===== src/rtl/axi_lite_pkg.sv =====
// Shared AXI-Lite widths, response codes and master FSM state encoding.
package axi_lite_pkg;

   localparam int AXI_ADDR_W = 32;
   localparam int AXI_DATA_W = 32;
   localparam int AXI_STRB_W = AXI_DATA_W / 8;

   typedef enum logic [1:0] {
      RESP_OKAY   = 2'b00,
      RESP_EXOKAY = 2'b01,
      RESP_SLVERR = 2'b10,
      RESP_DECERR = 2'b11
   } resp_e;

   typedef enum logic [2:0] {
      ST_IDLE,
      ST_WR_AW,
      ST_WR_B,
      ST_RD_AR,
      ST_RD_R,
      ST_RSP
   } state_e;

endpackage


===== src/rtl/axi_lite_master.sv =====
// Single-outstanding AXI-Lite master: one command in, one response out.
// Define AXI_LITE_MASTER_TIMEOUT_EN to abort B/R waits after TIMEOUT_CYC cycles.
module axi_lite_master
   import axi_lite_pkg::*;
#(
   parameter int TIMEOUT_CYC = 256
) (
   input  logic        clk,
   input  logic        rst_n,
   input  logic        cmd_valid,
   output logic        cmd_ready,
   input  logic        cmd_write,
   input  logic [31:0] cmd_addr,
   input  logic [31:0] cmd_wdata,
   input  logic [3:0]  cmd_wstrb,
   output logic        rsp_valid,
   input  logic        rsp_ready,
   output logic [31:0] rsp_rdata,
   output logic [1:0]  rsp_resp,
   output logic        rsp_timeout,
   output logic [31:0] awaddr,
   output logic        awvalid,
   input  logic        awready,
   output logic [31:0] wdata,
   output logic [3:0]  wstrb,
   output logic        wvalid,
   input  logic        wready,
   input  logic [1:0]  bresp,
   input  logic        bvalid,
   output logic        bready,
   output logic [31:0] araddr,
   output logic        arvalid,
   input  logic        arready,
   input  logic [31:0] rdata,
   input  logic [1:0]  rresp,
   input  logic        rvalid,
   output logic        rready
);

`ifdef AXI_LITE_MASTER_TIMEOUT_EN
   localparam bit TMO_EN = 1'b1;
`else
   localparam bit TMO_EN = 1'b0;
`endif

   localparam int TMO_W = $clog2(TIMEOUT_CYC) + 1;

   state_e           state;
   logic [TMO_W-1:0] tmo_cnt;
   logic             rsp_tmo_q;
   logic             aw_pend;
   logic             w_pend;
   logic             tmo_hit;

   // A channel stays pending until its own handshake; AW and W retire independently.
   assign aw_pend     = awvalid && !awready;
   assign w_pend      = wvalid && !wready;
   assign tmo_hit     = TMO_EN && (tmo_cnt == TMO_W'(TIMEOUT_CYC - 1));
   assign rsp_timeout = TMO_EN ? rsp_tmo_q : 1'b0;

   always_ff @(posedge clk or negedge rst_n) begin
      if (!rst_n) begin
         state     <= ST_IDLE;
         cmd_ready <= 1'b0;
         awvalid   <= 1'b0;
         wvalid    <= 1'b0;
         bready    <= 1'b0;
         arvalid   <= 1'b0;
         rready    <= 1'b0;
         awaddr    <= '0;
         wdata     <= '0;
         wstrb     <= '0;
         araddr    <= '0;
         rsp_valid <= 1'b0;
         rsp_rdata <= '0;
         rsp_resp  <= '0;
         rsp_tmo_q <= 1'b0;
         tmo_cnt   <= '0;
      end else begin
         case (state)
            ST_IDLE: begin
               cmd_ready <= 1'b1;
               if (cmd_valid && cmd_ready) begin
                  cmd_ready <= 1'b0;
                  if (cmd_write) begin
                     awaddr  <= cmd_addr;
                     wdata   <= cmd_wdata;
                     wstrb   <= cmd_wstrb;
                     awvalid <= 1'b1;
                     wvalid  <= 1'b1;
                     state   <= ST_WR_AW;
                  end else begin
                     araddr  <= cmd_addr;
                     arvalid <= 1'b1;
                     state   <= ST_RD_AR;
                  end
               end
            end
            ST_WR_AW: begin
               awvalid <= aw_pend;
               wvalid  <= w_pend;
               if (!aw_pend && !w_pend) begin
                  bready <= 1'b1;
                  state  <= ST_WR_B;
               end
            end
            ST_WR_B: begin
               if (bvalid && bready) begin
                  bready    <= 1'b0;
                  rsp_valid <= 1'b1;
                  rsp_resp  <= bresp;
                  rsp_rdata <= '0;
                  rsp_tmo_q <= 1'b0;
                  tmo_cnt   <= '0;
                  state     <= ST_RSP;
               end else if (tmo_hit) begin
                  bready    <= 1'b0;
                  rsp_valid <= 1'b1;
                  rsp_resp  <= RESP_SLVERR;
                  rsp_rdata <= '0;
                  rsp_tmo_q <= 1'b1;
                  tmo_cnt   <= '0;
                  state     <= ST_RSP;
               end else begin
                  tmo_cnt <= tmo_cnt + 1'b1;
               end
            end
            ST_RD_AR: begin
               if (arready) begin
                  arvalid <= 1'b0;
                  rready  <= 1'b1;
                  state   <= ST_RD_R;
               end
            end
            ST_RD_R: begin
               if (rvalid && rready) begin
                  rready    <= 1'b0;
                  rsp_valid <= 1'b1;
                  rsp_resp  <= rresp;
                  rsp_rdata <= rdata;
                  rsp_tmo_q <= 1'b0;
                  tmo_cnt   <= '0;
                  state     <= ST_RSP;
               end else if (tmo_hit) begin
                  rready    <= 1'b0;
                  rsp_valid <= 1'b1;
                  rsp_resp  <= RESP_SLVERR;
                  rsp_rdata <= '0;
                  rsp_tmo_q <= 1'b1;
                  tmo_cnt   <= '0;
                  state     <= ST_RSP;
               end else begin
                  tmo_cnt <= tmo_cnt + 1'b1;
               end
            end
            ST_RSP: begin
               if (rsp_ready) begin
                  rsp_valid <= 1'b0;
                  cmd_ready <= 1'b1;
                  state     <= ST_IDLE;
               end
            end
            default: state <= ST_IDLE;
         endcase
      end
   end

endmodule


===== config.mk =====
export PLATFORM = sky130hd
export DESIGN_NAME = axi_lite_master
export DESIGN_NICKNAME = d
export VERILOG_FILES = /design/src/rtl/axi_lite_pkg.sv /design/src/rtl/axi_lite_master.sv
export SDC_FILE = /design/constraint.sdc
export NUM_CORES = 1
export LEC_CHECK = 0
export ABC_AREA = 1
export CAP_MARGIN = 40
export CORE_MARGIN = 3
export CORE_UTILIZATION = 42
export DETAILED_ROUTE_END_ITERATION = 8
export PLACE_DENSITY = 0.83
export SYNTH_ARGS = -nofsm -noshare
export SYNTH_HDL_FRONTEND = slang
export SYNTH_SLANG_ARGS = --single-unit

===== constraint.sdc =====
create_clock -name clk -period 1.88 [get_ports clk]
set_input_delay 0.564 -clock clk [delete_from_list [all_inputs] [get_ports clk]]
set_output_delay 0.564 -clock clk [all_outputs]
set_load 0.05 [all_outputs]

# == Word level (Yosys, flattened, before mapping) ==
# Index checks and enable logic that the tools add are counted.
# totals
wordCells,91
out_inout_bits,142
input_bits,114
ff_bits,144
# classes
eq_ne,13
n_reduce_logical,28
n_mux,35
n_bitwise,1
# ops
operator,count
32-bit two-way mux,2
32-bit one-hot mux with 2 select lines,1
3-bit two-way mux,6
3-bit one-hot mux with 6 select lines,1
3-bit AND reduction,6
"2-bit != test, second input constant",8
1-bit two-way mux,14
1-bit one-hot mux with 2 select lines,6
2-bit nonzero test,6
4-bit AND reduction,2
"3-bit by 2-bit == test with 1-bit output, second input constant",2
"3-bit == test, second input constant",2
1-bit logical AND,6
2-bit two-way mux,3
6-bit AND reduction,1
1-bit zero test,4
2-bit one-hot mux with 2 select lines,1
"3-bit by 1-bit == test with 1-bit output, second input constant",1
3-bit zero test,1
1-bit one-hot mux with 3 select lines,1
3-bit nonzero test,1
2-bit AND reduction,1
1-bit NOT,1

# == Logic depth before layout (Yosys ltp) ==
# Gate-level depths: netlist of the first run.
# depth
ltp_word,6
ltp_mapped,10
mapped_depth_nobuf,9

# == Least setup slack after synthesis of the first run ==
# No wires, ideal clock.
# synth_timing
path_type,flip-flop to flip-flop
startpoint,reg cmd_ready
endpoint,reg araddr[10]
setup_time_ns,0.122
path_buffers,2
required_time_ns,1.758
synth_period_minus_slack_ns,1.574
slack_ns,0.306
arrival_time_ns,1.452
path_stages_with_launch,8
cell_sequence,dfrtp_1 nand2_1 inv_1 nand3_1 buf_4 buf_4 nand2_1 o21ai_1
# synth_between
elab_chain_len,2
# synth_lines
item,line_no,text
start: declaration,axi_lite_master.sv:11,"output logic cmd_ready,"
start signal: assignment,axi_lite_master.sv:64,cmd_ready <= 1'b0;
start signal: assignment,axi_lite_master.sv:82,cmd_ready <= 1'b1;
start signal: assignment,axi_lite_master.sv:84,cmd_ready <= 1'b0;
1-bit logical AND,axi_lite_master.sv:83,if (cmd_valid && cmd_ready) begin
3-bit AND reduction (no source line),--,
end signal: assignment,axi_lite_master.sv:93,araddr <= cmd_addr;
end: declaration,axi_lite_master.sv:31,"output logic [31:0] araddr,"
# Every way passes these cells.
# A chain may end at the register's enable or synchronous reset.

# == Worst setup path after layout of the first run ==
# layout_timing
startpoint,reg cmd_ready
endpoint,out cmd_ready
# No word-level cell between the ends.

==> metrics.txt, run 1 <==
Clk Latency, worst-skew pair=roughly 0.41 ns; post-synthesis instance area=5710 um^2; pre-CTS WS=-0.0724 ns; initial antenna violation count=0; Max clock buf depth=2; vias in the first global route=5,039; family with the most delay on the worst path=flip-flops; crit-path cells=buf_12; commonest cells in the synthesized netlist=nand2_1 (273), dfrtp_1 (144), o21ai_1 (63), inv_1 (42), o21ai_0 (40); CP max stage cell=dfrtp_1; peak supply drop=1.07 mV; Vias/cell=about 4.7; post-CTS setup buffer count=0; core area=13,000 um^2; max frequency=621 MHz; global routing usage on met1=between 20% and 30%; Net Count, Synth=740; Detailed Route WL=15,900 um; Startpoint Class=flop; total track usage=21.5%; post-DR wirelength/cell=14.9 um; die height=123 um; gr busiest metal=met2; Clk Tree Root Cell=clkbuf_16; TritonCTS clock tree=built; count of different cell masters after synthesis=23; first-pass GRT wire length=24,900 um; Pleak=4.47 nW; clk slew on worst S/H paths=0.06 ns; number of hold buffers added after CTS=0; Seq/Total Area, Yosys=63.1%; Seq cells post-synth=144; class of the worst hold path=in2async; DR vias=4,996; FF-to-FF Start=state[2]$_DFFE_PN0P_; reg-to-reg slack, setup=0.29 ns; Crit path required time=1.32 ns; Inserted Clock Buffers=17; async set or reset register ratio after synthesis=100%; Setup Skew=0.00636 ns; met3 GRT Util=around 9.1%; RD Place Congestion=0.801; Die Area=15,000 um^2; fillers=1,038; DP HPWL=11,500 um; I/O pins=256; share of cells above drive strength 1=~23%; top-count cell post-synth=nand2_1; Slowest Stage Delay on Critical Path=0.45 ns; DIE WIDTH=between 100 and 150 um; DRC viols=0; final hold slack=0.0727 ns; Final min period=1.61 ns; outcome=finished clean; Remaining Overflow, GRT=0; Routed Antenna Nets=0; warnings from Yosys=0; CP endpoint kind=primary output; first drt pass iteration count=4; Final Setup Violations=0; max_cap viols=0; post-CTS sizing=0; Power per Cell Area=2180 nW/um^2; leading post-synthesis cells by cell area=dfrtp_1 (63%), nand2_1 (18%), o21ai_1 (5.5%), o21ai_0 (3.5%), inv_1 (2.8%); Tcrit/Tclk final=85.6%; Worst Path Arrival=1.05 ns; area grow syn2layout=52.9%; leading area contributor after synthesis=dfrtp_1; Avg Cell Area, Syn=9.13 um^2; Final Hold Viols=0; Yosys top cell area share=63.1%; final setup margin=0.270 ns; max-slew violations=0; Starting Density=approximately 44%; Post-synth EDFFs=0; n_diodes=0; htree depth=4; CTS Sinks=144; Top FF cell, synth=dfrtp_1; num rows=41; Setup crit start=cmd_ready$_DFFE_PN0P_; Crit Path Max Fanout=3; Nets=around 1,000; buffer and inverter count on the worst path=1; iteration-0 DRC count of the detailed router=342; Syn Inst Count=about 630; Setup CP Type=reg2out; unrepaired setup endpoints after global routing=no; # port buffers=254; largest net degree at the start of global routing=69; met2 Use GR=36.5%
-- kinds of logic (layout without fill, tap and decap cells) --
logic type             after synthesis  after routing  share of synthesized area (%)
flip-flops                         144            144                           63.1
buffers and inverters               79            349                           7.07
other                                1              1                         0.0656
AO/OA/AOI/OAI                      108            108                           9.68
AND/OR/NAND/NOR                    294            294                           20.1
-- worst reg2reg max path, cell delays in order (launching register included) --
cell and delay [ns]:
dfrtp_1 0.50, nor2_4 0.18, nand2_2 0.12, nor3_4 0.18, inv_2 0.08, buf_12 0.19, nand2_1 0.14, o21ai_1 0.08
-- sequential cells by signal (all words and copies together) (netlist names), 2 cells and up --
signal	cells
araddr	32
awaddr	32
rsp_rdata	32
wdata	32
wstrb	4
state	3
rsp_resp	2
-- where the power goes --
part | internal (mW) | switching, mW
clock network | 2.10 | 1.24
registers | 4.53 | 0.919
logic | 3.03 | 7.26
-- cells in the final DEF (no fill, tap or decap), types with 2 or more instances in the layout --
cell type and instances:
buf_12 9, o21ai_0 40, nand2_1 273, inv_1 42, bufinv_16 3, nand3_1 7
clkdlybuf4s50_1 112, clkbuf_16 17, clkinv_2 4, o21ai_2 2, inv_2 2, o21ai_1 63
clkinvlp_4 3, or2_2 2, nand2_2 2, dfrtp_1 144, buf_4 152, nand3_2 2
nor2_1 6
-- layout make-up --
cell class	count	area, um^2	area share [%]
inverters	45	169	1.93
flip-flops and latches	144	3600	41.2
repair buffers	274	2450	28.1
well taps	172	215	2.46
multi-input cells	403	1710	19.6
clock inverters	11	141	1.62
clock buffers	19	443	5.07
-- stage by stage --
step                      util (%)  instances  power [mW]  setup TNS [ns]  cell area (um^2)
final                         67.3       1068        19.1               0              8740
after global placement        62.8       1038        15.6          -0.111              8150
after floorplan                  -        626        12.3               0              5710
after global routing          67.3       1068        20.1               0              8740
after detailed placement      62.8       1038        15.8           -3.08              8150
after CTS                     67.3       1068        19.2               0              8740
-- path summary, 6_finish.rpt --
check,end,cells after the start
max in group asynchronous,state[2]$_DFFE_PN0P_,2
max,cmd_ready,1
min reg2reg,wdata[17]$_DFFE_PN0P_,2
min,araddr[22]$_DFFE_PN0P_,1
max reg2reg,awaddr[30]$_DFFE_PN0P_,7
min in group clk,wdata[17]$_DFFE_PN0P_,2
-- layer usage --
layer	part of all wire (%)	up-vias
li1	-	2470
met1	39	2306
met2	50	196
met3	9.6	24
met4	1.7	0
met5	0	-
(Power assumes the default switching activity.)
==> inputs of run 2 (changes only) <==
==> constraint.sdc (replaced) <==
create_clock -name clk -period 1.88 [get_ports clk]
set_input_delay 0.376 -clock clk [delete_from_list [all_inputs] [get_ports clk]]
set_output_delay 0.376 -clock clk [all_outputs]
set_load 0.05 [all_outputs]
==> metrics.txt, run 2 (synthesis gave the netlist of run 1 again) <==
Clk Latency, worst-skew pair=0.42 ns (about the same); Placed Area=8190 um^2 (+0.49%); share of cells above drive strength 1=15.4% (-7.3 points); FF-to-FF Start=state[2]$_DFFE_PN0P_; CTS Sinks=144 (unchanged); Starting Density=44.0% (unchanged); Remaining Overflow, GRT=0 (unchanged); design area=8740 um^2 (about the same); CP max stage cell=dlygate4sd2_1; Nets=992 (-0.70%); max_slew headroom=65.9%; Final Setup Violations=0 (unchanged); Vias/cell=4.66 (-0.42%); iteration-0 DRC count of the detailed router=299 (-13%); Setup crit start=rsp_rdata[25]$_DFFE_PN0P_; post-layout util=67.4% (about the same); Internal Power=9.40 mW (-2.5%); Final Hold Viols=0 (unchanged); family with the most delay on the worst path=buffers and inverters; Detailed Route WL=15,600 um (-1.4%); outcome=finished clean; Routed Antenna Nets=0 (unchanged); I/O pins=256 (unchanged); DP HPWL=11,300 um (-2.2%); # port buffers=254 (unchanged); Startpoint Class=flop; die height=123 um (unchanged); vias in the first global route=4,922 (-2.3%); num rows=41 (unchanged); most frequent cells in the layout=nand2_1 (273), dfrtp_1 (144), clkdlybuf4s50_1 (112); Clk Tree Root Cell=clkbuf_16; htree depth=4 (unchanged); CP endpoint kind=primary output; Net Switching=9.37 mW (-0.57%); initial antenna violation count=0 (unchanged); max_cap viols=0 (unchanged); switch share=49.9% (+0.50 points); Placed Cells=1,030 (-0.77%); max-slew violations=0 (unchanged); TritonCTS clock tree=built; Setup CP Type=reg2out; peak supply drop=1.22 mV (+14%); largest net degree at the start of global routing=101 (+46%); Inserted Clock Buffers=17 (unchanged); max frequency=588 MHz (-5.3%); Slowest Stage Delay on Critical Path=0.55 ns (+0.10 ns); post-DR wirelength/cell=14.7 um (-0.86%); n_diodes=0 (unchanged); unrepaired setup endpoints after global routing=no; worst-margin pin slew=0.513 ns; clk slew on worst S/H paths=0.06 ns (about the same); Logic pwr share=52.8% (-1.1 points); Die Area=15,000 um^2 (unchanged); Tcrit/Tclk final=90.5% (+4.8 points); commonest non-fill, non-tap cell in the layout=nand2_1; Clock Power Share=18.6% (+1.1 points); Max clock buf depth=2 (unchanged); Final min period=1.70 ns (+0.0908 ns); Layout Cells excl Fill=1,062 (-0.56%); area grow syn2layout=53.0% (about the same); Pleak=4.54 nW (+1.5%); Setup Skew=0.00860 ns (+0.00224 ns); DRC viols=0 (unchanged); first-pass GRT wire length=24,400 um (-2.2%); Power per Cell Area=2150 nW/um^2 (-1.6%); Total Power=18.8 mW (-1.6%); RD Place Congestion=0.792 (-1.1%); Seq pwr share=28.6% (about the same); first drt pass iteration count=5 (+1); core area=13,000 um^2 (unchanged); Worst Path Arrival=1.32 ns (+0.27 ns); setup TNS=0 ns (unchanged); buffer and inverter count on the worst path=1 (unchanged); total track usage=21.2% (-0.37 points); Crit path required time=1.50 ns (+0.18 ns); Crit Path Max Fanout=2 (-1); DIE WIDTH=123 um (unchanged); DR vias=4,947 (-0.98%); class of the worst hold path=in2async; crit-path cells=dlygate4sd2_1
==> run 2: changes by cell type in the layout (fill, tap and decap cells not counted), moves of 2 or more <==
cell	delta
buf_4	-64
dlygate4sd2_1	+60
buf_12	-4
clkinv_4	+2
==> run 2: cell type report <==
class                           count  area [um^2]
Fill cell                        1034         4240
Sequential cell                   144         3600
Timing Repair Buffer              267         2430
Multi-Input combinational cell    403         1710
Clock buffer                       17          425
Tap cell                          172          215
Clock inverter                     14          190
Inverter                           45          169
==> run 2: final timing paths <==
check,to,slack [ns],cells after the start
worst min register to register,wdata[12]$_DFFE_PN0P_,0.47,2
min in group clk,wdata[12]$_DFFE_PN0P_,0.47,2
worst min-delay path,awaddr[19]$_DFFE_PN0P_,0.42,2
max in group asynchronous,araddr[10]$_DFFE_PN0P_,0.89,3
worst max-delay path,rsp_rdata[25],0.18,1
worst max register to register,awaddr[14]$_DFFE_PN0P_,0.25,7
==> run 2: stage by stage <==
| stage | hold slack (ns) | setup WS [ns] |
|---|---|---|
| after floorplan | 0.0804 | 0.306 |
| after detailed placement | 0.300 | 0.0623 |
| after global placement | 0.301 | 0.132 |
| final | 0.419 | 0.180 |
| after CTS | 0.411 | 0.147 |
| after global routing | 0.436 | 0.130 |
==> run 2: power groups by stage <==
| stage | combinational, mW | sequential (mW) | clock, mW |
|---|---|---|---|
| after floorplan | 2.13 | 10.2 | 0 |
| after global routing | 10.5 | 5.54 | 3.71 |
| after global placement | 10.2 | 5.37 | 0 |
| final | 9.91 | 5.37 | 3.50 |
| after CTS | 9.99 | 5.37 | 3.58 |
| after detailed placement | 10.4 | 5.40 | 0 |
==> run 2: per-layer routing <==
| layer | track usage [%] | vias up | wire, um |
|---|---|---|---|
| met5 | 0 | - | 0 |
| met4 | 9.38 | 0 | 418 |
| met3 | 7.47 | 35 | 1450 |
| met2 | 34.9 | 220 | 7580 |
| met1 | 25.0 | 2230 | 6190 |
| li1 | - | 2462 | - |
==> run 2: what timing repair did <==
action / CTS / global route
buffers inserted: 0 / 0
endpoints found under the hold margin: 33 / 0
gates resized for setup: 60 / 0
hold buffers: 1 / 0
setup endpoints to repair: 60 / 0
==> inputs of run 3 (changes only) <==
--- a/config.mk
+++ b/config.mk
@@ -6,6 +6,7 @@
 export NUM_CORES = 1
 export LEC_CHECK = 0
 export ABC_AREA = 1
+export ABC_CLOCK_PERIOD_IN_PS = 1880
 export CAP_MARGIN = 40
 export CORE_MARGIN = 3
 export CORE_UTILIZATION = 42
==> results of run 3 <==
Same layout as run 2: the final DEF is identical, and so are final timing and power.
==> variant: new RTL, flow settings as in run 1 <==
Put a register stage on the output `rsp_timeout`. The value now appears one clock later. The other outputs are not delayed to match.
--- a/src/rtl/axi_lite_master.sv
+++ b/src/rtl/axi_lite_master.sv
@@ -56,7 +56,9 @@
    assign aw_pend     = awvalid && !awready;
    assign w_pend      = wvalid && !wready;
    assign tmo_hit     = TMO_EN && (tmo_cnt == TMO_W'(TIMEOUT_CYC - 1));
-   assign rsp_timeout = TMO_EN ? rsp_tmo_q : 1'b0;
+   always_ff @(posedge clk) begin
+      rsp_timeout <= TMO_EN ? rsp_tmo_q : 1'b0;
+   end
 
    always_ff @(posedge clk or negedge rst_n) begin
       if (!rst_n) begin
Formal check against the unedited RTL: equivalent (Yosys induction, for registers that start in step).
==> variant against run 1 <==
Setup slack improved by 0.021 ns; via count increased by 1.2%; fmax increased by 1.3%; routed wire length decreased by 2.0%; largest cell class unchanged; design area increased by 2.2%; global-route usage decreased by 1.1 points; count of clock-buffer cells in the layout decreased by 2; sequential cell count unchanged; highest routed layer unchanged; area after synthesis increased by 3.0%; total power increased by 0.10%.
==> variant: results (changes against run 1) <==
stage,metric,value,unit,change
logic_synthesis,synth.area.top_cells,"dfrtp_1 61%, nand2_1 16%, o21ai_1 5.4%",,"was dfrtp_1 63%, nand2_1 18%, o21ai_1 5.5%"
timing,timing.hold.ws,0.03896,ns,was 0.07267 ns
final_layout,diodes,0,,unchanged
place,gp_congestion,0.8552,,was 0.8011
worst_setup_path,crit_path_max_incr_delay,0.40,ns,was 0.45 ns
power,ir_drop,0.001233,V,was 0.001072 V
global_route,grt_use_met3,0.05489,,was 0.09078
logic_synthesis,synthArstFlopShare,1.000,,unchanged
logic_synthesis,syn-num-nets,745,,was 740
global_route,grt_max_degree,44,,was 69
final_layout,nets,1009,,was 999
worst_setup_path,r2r-start,state[0],,was state[2]
global_route,grt_use_met2,0.3511,,was 0.3652
worst_setup_path,r2r-end,rsp_rdata[2],,was awaddr[30]
worst_setup_path,cp_max_fo,2,,was 3
route,drt_iter0_drc,321,,was 342
logic_synthesis,yosysSeqAreaShare,0.6121,,was 0.6306
place,place_hpwl,11630,um,was 11540 um
logic_synthesis,synth_cell_types,25,,was 23
route,avgRoutedWirePerCell,14.33,um,was 14.85 um
global_route,grt.total_usage,0.2042,,was 0.2153
status,status,completed,,unchanged
timing,finalClockSkew,0.009283,ns,was 0.006356 ns
worst_setup_path,rrSetupSlack,0.32,ns,was 0.29 ns
route,vias,5056,,was 4996
power,p_leak,4.560,nW,was 4.474 nW
global_route,grt_use_met1,0.2457,,was 0.2455
global_route,grt_pass1_wl,25670,um,was 24940 um
worst_setup_path,cp-startpoint,wdata[27],,was cmd_ready
variant: power breakdown:
part           total, mW  switching (mW)  internal (mW)
Combinational       10.4            7.31           3.08
Sequential          5.39           0.890           4.50
Clock               3.31            1.35           1.96
variant: cells by family after synthesis:
kind of cell           synth area share
DFF                              0.6121
and+or+nand+nor                  0.2094
AOI/OAI and AO/OA                0.1065
other                         0.0006370
buffers and inverters           0.07141
variant: final cells by class:
| cell class | instances | area, um2 |
|---|---|---|
| multi-input combinational | 405 | 1863 |
| tap | 176 | 220.2 |
| sequential | 144 | 3603 |
| clock inverter | 15 | 160.2 |
| fill | 1116 | 4526 |
| inverter | 49 | 183.9 |
| timing repair buffer | 278 | 2471 |
| clock buffer | 17 | 425.4 |
variant: how the worst max path moves through the flow:
stage / to / slack, ns / cells after the start
2_1_floorplan: rsp_rdata[10] / 0.36 / 7
3_3_place_gp: rsp_rdata[3] / -0.05 / 7
3_5_place_dp: rsp_rdata[2] / -0.06 / 7
4_1_cts: wdata[27] / 0.26 / 1
5_1_grt: araddr[1] / 0.18 / 6
6_report: wdata[27] / 0.29 / 1
variant: per-layer routing:
layer	vias up	part of all wire
met3	24	0.066
met2	184	0.51
met4	0	0.021
met5	-	0
met1	2353	0.40
li1	2495	-
variant: stage by stage:
step	setup WS [ns]	cells	utilization	setup TNS (ns)	cell area (um2)
2_1_floorplan	0.3645	631	-	0	5887
3_3_place_gp	-0.04531	1052	0.6201	-1.022	8342
3_5_place_dp	-0.05788	1052	0.6201	-1.332	8342
4_1_cts	0.2635	1084	0.6636	0	8927
5_1_grt	0.1794	1084	0.6636	0	8927
6_report	0.2909	1084	0.6636	0	8927
